**src/rtl/dense_deserial_pkg.sv**
```systemverilog
// Shared definitions for the dense1 serial/parallel framing blocks:
// FSM state encoding and default frame geometry.
package dense_deserial_pkg;

   typedef enum logic [1:0] {
      ST_IDLE    = 2'd0,
      ST_COLLECT = 2'd1,
      ST_HOLD    = 2'd2
   } frame_state_t;

   localparam int DENSE_N  = 120;
   localparam int DENSE_DW = 16;

endpackage

```
**src/rtl/dense_deserial.sv**
```systemverilog
// Serial-to-parallel frame deserialiser: collects N signed words into one frame
// and holds it until downstream accepts. Define DESERIAL_LEN_CHECK_EN to add err_len.
module dense_deserial
   import dense_deserial_pkg::*;
#(
   parameter int N  = DENSE_N,
   parameter int DW = DENSE_DW
) (
   input  logic                 clk,
   input  logic                 rst_n,
   input  logic                 valid_in,
   input  logic                 frame_start_in,
   input  logic                 frame_end_in,
   input  logic signed [DW-1:0] data_in,
   input  logic                 out_ready,
   output logic                 out_valid,
   output logic [N*DW-1:0]      frame_out,
`ifdef DESERIAL_LEN_CHECK_EN
   output logic                 overrun,
   output logic                 err_len
`else
   output logic                 overrun
`endif
);

   localparam int             CW  = $clog2(N + 1);
   localparam logic [CW-1:0]  N_C = CW'(N);

   frame_state_t     state_q, state_d;
   logic [CW-1:0]    count_q, count_d;
   logic [N*DW-1:0]  frame_q, frame_d;
   logic             overrun_q, overrun_d;
   logic             err_q, err_d;
   logic             take;

   always_comb begin
      state_d   = state_q;
      count_d   = count_q;
      frame_d   = frame_q;
      overrun_d = 1'b0;
      err_d     = 1'b0;
      take      = 1'b0;

      unique case (state_q)
         ST_IDLE:    take = valid_in && frame_start_in;
         ST_COLLECT: take = valid_in;
         ST_HOLD: begin
            // A start word may ride on the handshake cycle; anything else is lost.
            if (out_ready) begin
               state_d = ST_IDLE;
               count_d = '0;
               take    = valid_in && frame_start_in;
            end
            overrun_d = valid_in && !take;
         end
         default: state_d = ST_IDLE;
      endcase

      if (take) begin
         if (frame_start_in) begin
            frame_d          = '0;
            frame_d[DW-1:0]  = data_in;
            count_d          = CW'(1);
            state_d          = ST_COLLECT;
         end else if (count_q < N_C) begin
            frame_d[int'(count_q)*DW +: DW] = data_in;
            count_d                         = count_q + CW'(1);
         end else begin
`ifdef DESERIAL_LEN_CHECK_EN
            err_d   = 1'b1;
            state_d = ST_IDLE;
            count_d = '0;
`endif
         end

         if (frame_end_in && state_d == ST_COLLECT) begin
`ifdef DESERIAL_LEN_CHECK_EN
            if (count_d != N_C) begin
               err_d   = 1'b1;
               state_d = ST_IDLE;
               count_d = '0;
            end else begin
               state_d = ST_HOLD;
            end
`else
            state_d = ST_HOLD;
`endif
         end
      end
   end

   always_ff @(posedge clk or negedge rst_n) begin
      if (!rst_n) begin
         state_q   <= ST_IDLE;
         count_q   <= '0;
         frame_q   <= '0;
         overrun_q <= 1'b0;
         err_q     <= 1'b0;
      end else begin
         state_q   <= state_d;
         count_q   <= count_d;
         frame_q   <= frame_d;
         overrun_q <= overrun_d;
         err_q     <= err_d;
      end
   end

   assign out_valid = (state_q == ST_HOLD);
   assign frame_out = frame_q;
   assign overrun   = overrun_q;
`ifdef DESERIAL_LEN_CHECK_EN
   assign err_len   = err_q;
`else
   logic unused_err;
   assign unused_err = err_q;
`endif

endmodule

```
**config.mk**
```make
export PLATFORM = sky130hd
export DESIGN_NAME = dense_deserial
export DESIGN_NICKNAME = d
export VERILOG_FILES = /design/src/rtl/dense_deserial_pkg.sv /design/src/rtl/dense_deserial.sv
export SDC_FILE = /design/constraint.sdc
export NUM_CORES = 2
export LEC_CHECK = 0
export BUFFER_PORTS_ARGS = -buffer_cell sky130_fd_sc_hd__buf_2
export CORE_AREA = 2 2 756 758
export CTS_BUF_LIST = sky130_fd_sc_hd__clkbuf_4 sky130_fd_sc_hd__clkbuf_8
export CTS_CLUSTER_DIAMETER = 200
export CTS_CLUSTER_SIZE = 8
export DETAILED_ROUTE_END_ITERATION = 8
export DIE_AREA = 0 0 758 760
export REMOVE_ABC_BUFFERS = 1
export SLEW_MARGIN = 15
export SYNTH_ARGS = -nofsm -noshare
export SYNTH_HDL_FRONTEND = slang
export SYNTH_SLANG_ARGS = --single-unit
```
**constraint.sdc**
```tcl
create_clock -name clk -period 3.45 [get_ports clk]
set_clock_uncertainty 0.2 [all_clocks]
set_input_delay 0.69 -clock clk [delete_from_list [all_inputs] [get_ports clk]]
set_output_delay 0.69 -clock clk [all_outputs]
set_load 0.1 [all_outputs]
```
==> flow_summary.toml <==
[detailed_routing]
dr.first_iter.drc_count = 6303
routed_wl_um = 508900
ant_nets = 0
first_pass_iters = 7
wire_per_inst_um = 32.51
via_per_inst = 4.042
remaining_drc_errors = 0
via_count = 63270

[critical_path]
cp.arrival_ps = 4140
path_buf_inv = 4
critPathRequiredTime_ps = 4180
max_stage_delay_ps = 690
path_class = "reg -> reg"
path_depth = 11
start_kind = "register"
critPathTopFamily = "simple AND/OR/NAND/NOR gates"
path_cells = "inv_1, ha_1, nand3b_1, nor2_1, buf_4, nand2_1, nor2_1, buf_4, a21oi_1, buf_12, a22o_1"
endpoint_kind = "register"
ff2ff_path_depth = 11
cp_max_fo = 16
cpMaxStageDelayCell = "nor2_1"

[timing]
finalSetupViolations = 0
relSlewSlack_pct = 22.60
slew_violations = 0
tightest_slew_ps = 1161
fmax_mhz = 293.4
grt_setup_unrepaired = "yes"
min_period_ps = 3408
hold_violations = 0
fin_crit_sh_pct = 98.79

[cells_and_area]
nets = 8061
syn2layout_area_growth_pct = 45.42
stdcell_count = 15660
n_fill_cell = 62380
multiInputGateArea_um2 = 22020
drive_above_1_share_pct = 40.64
final_core_util_pct = 18.25
seq_area_um2 = 48300

[place]
dp_hpwl_um = 393900
gp_congestion = 0.8549
port_buffers = 1943
dp_cells = 15240

[floorplan]
die-area_um2 = 576100
die-height_um = 760
rows = 277
io_pins = 1944
die_w_um = 758
start_util_pct = 12.55
core-area_um2 = 567700

[global_routing]
grt_pass1_wl_um = 649200
grt_pass1_vias = 62430
track_usage_pct = 16.91
grt_max_degree = 127
antenna_found_initial = 106
grt_overflow_total = 0

[hold_path]
hold_class = "in -> reg"
whs_path_depth = 3

[yosys]
yosys.area.top_type_share_pct = 67.80
synth_edf_count = 0
ys_ff_latch = 1930
synthArstFlopShare_pct = 100.0
synth_cell_type_count = 72
yosysWarnings = 0
synthesis.instances = 5511
yosysSeqAreaShare_pct = 67.80
syn_area_um2 = 71240
synth-main-ff-cell = "dfrtp_1"
yosysTopAreaCell = "dfrtp_1"
ys_top_cells_by_area = "dfrtp_1, a22o_1, o2bb2ai_1"
syn_avg_cell_area_um2 = 12.93

[outcome]
status = "completed"

[pwr]
peakVddDrop_v = 0.0004556
leakage_nw = 51.03
p_per_area_nw_per_um2 = 490.3
fin_total_pwr_mw = 50.80

[clock_network]
cts_htree_levels = 5
clock_latency_ps = 1200
numCtsBuffers = 285
cts.sinks = 1930
root_buffer = "clkbuf_8"
clk_path_buf_depth = 4
cts_tree = "done"
cts.clk_slew.worst_paths_ps = 100

[job]
cap_violations = 0
## cell type report
| class | count | share of cell area (%) |
|---|---|---|
| multi-input combinational | 3080 | 21.26 |
| clock buffer | 286 | 3.794 |
| inverter | 8 | 0.02899 |
| timing repair buffer | 2731 | 18.63 |
| tap | 7533 | 9.099 |
| clock inverter | 38 | 0.4529 |
| sequential | 1930 | 46.62 |
| antenna | 49 | 0.1184 |
## cell usage in the layout, fill, tap and decap left out, drive strengths merged, types with 6 or more instances in the layout
cell type,count
nor2,141
nand4,7
and3,20
a22o,1009
nand3,79
a21oi,89
nand2,617
nor3,47
or2,6
mux2,15
nor2b,9
o21ai,443
nor4,12
o22ai,19
or3,8
dlygate4sd3,24
clkinv,13
a32o,157
clkinvlp,7
dfrtp,1930
and4,7
o31ai,48
inv,25
clkbuf,286
a31oi,11
buf,2706
and2,13
nand2b,8
diode,49
o2bb2ai,271
## per-stage QoR
step | setup TNS [ps] | hold WS [ps] | cell area [um2] | setup WS (ps)
2_1_floorplan | -1588510 | 194.4 | 69170 | -1574
3_3_place_gp | -112950 | 255.9 | 98170 | -808.1
3_5_place_dp | -66090 | 262.0 | 98280 | -420.0
4_1_cts | -37.17 | 1.590 | 103200 | -36.29
5_1_grt | -271.0 | 33.75 | 103500 | -30.95
6_report | 0 | 200.5 | 103600 | 41.89
## metal layers
metal	part of all wire [%]	GRT usage, %	vias to the layer above
li1	-	-	25530
met1	41	20.99	32910
met2	47	27.89	3999
met3	8.0	4.364	818
met4	4.6	6.714	22
met5	0.029	0	-
## sequential cells by signal (all words and copies together) (netlist names)
| name | count |
|---|---|
| frame_out | 1920 |
| state_q | 2 |
| overrun | 1 |
| count_q | 7 |
## worst register-to-register path, delay by kind of cell, from the launching register on
| family | cells | cell delay (ps) |
|---|---|---|
| AND/OR/NAND/NOR | 4 | 1090 |
| buffers and inverters | 4 | 670 |
| adder cells (fa/ha/maj) | 1 | 420 |
| AO/OA/AOI/OAI | 2 | 400 |
| flip-flops | 1 | 370 |
## synthesized netlist by cell type, types with 8 or more instances
| master | count |
|---|---|
| clkbuf_1 | 354 |
| nand2b_1 | 8 |
| dfrtp_1 | 1930 |
| o22ai_1 | 19 |
| a21oi_2 | 10 |
| and3_1 | 20 |
| buf_4 | 15 |
| o2bb2ai_1 | 271 |
| o21ai_0 | 419 |
| nor3_1 | 43 |
| and2_1 | 11 |
| a21oi_1 | 79 |
| o21ai_1 | 22 |
| nor2b_1 | 9 |
| buf_1 | 15 |
| nand3_1 | 76 |
| nor4_1 | 9 |
| nor2_1 | 134 |
| a32o_1 | 157 |
| nand2_1 | 616 |
| mux2_2 | 15 |
| buf_2 | 104 |
| a31oi_1 | 9 |
| a22o_1 | 1009 |
| o31ai_1 | 48 |
## report_power, final
group / switching [mW] / total [mW] / internal [mW]
Clock: 9.69 / 17.4 / 7.67
Combinational: 8.28 / 10.6 / 2.32
Sequential: 0.0715 / 22.8 / 22.8
Total: 18.0 / 50.8 / 32.8
## kinds of logic after synthesis
| logic type | synth area share (%) |
|---|---|
| AOI/OAI and AO/OA | 22.90 |
| muxes | 0.2371 |
| adders and majority gates | 0.05270 |
| and+or+nand+nor | 5.991 |
| buffers and inverters | 2.945 |
| xor gates and xnor gates | 0.07378 |
| DFF | 67.80 |
## what timing repair did
action / 4_1_cts / 5_1_grt
endpoints found under the hold margin: 1300 / 0
setup buffers: 9 / 8
cloned: 1 / 0
hold buffers: 24 / 0
setup endpoints to repair: 382 / 471
pin swaps: 6 / 7
gates resized for setup: 34 / 35
## worst paths after layout
check | startpoint | to | slack, ps
worst max-delay path | count_q[0] | frame_out[606] | 40
worst min-delay path | data_in[13] | frame_out[637] | 200
worst max register to register | count_q[0] | frame_out[606] | 40
worst min register to register | frame_out[526] | frame_out[526] | 270
max in group asynchronous | rst_n | frame_out[202] | 1180
min in group asynchronous | rst_n | frame_out[857] | 320
Note: power is estimated with default switching activity, not from simulation.
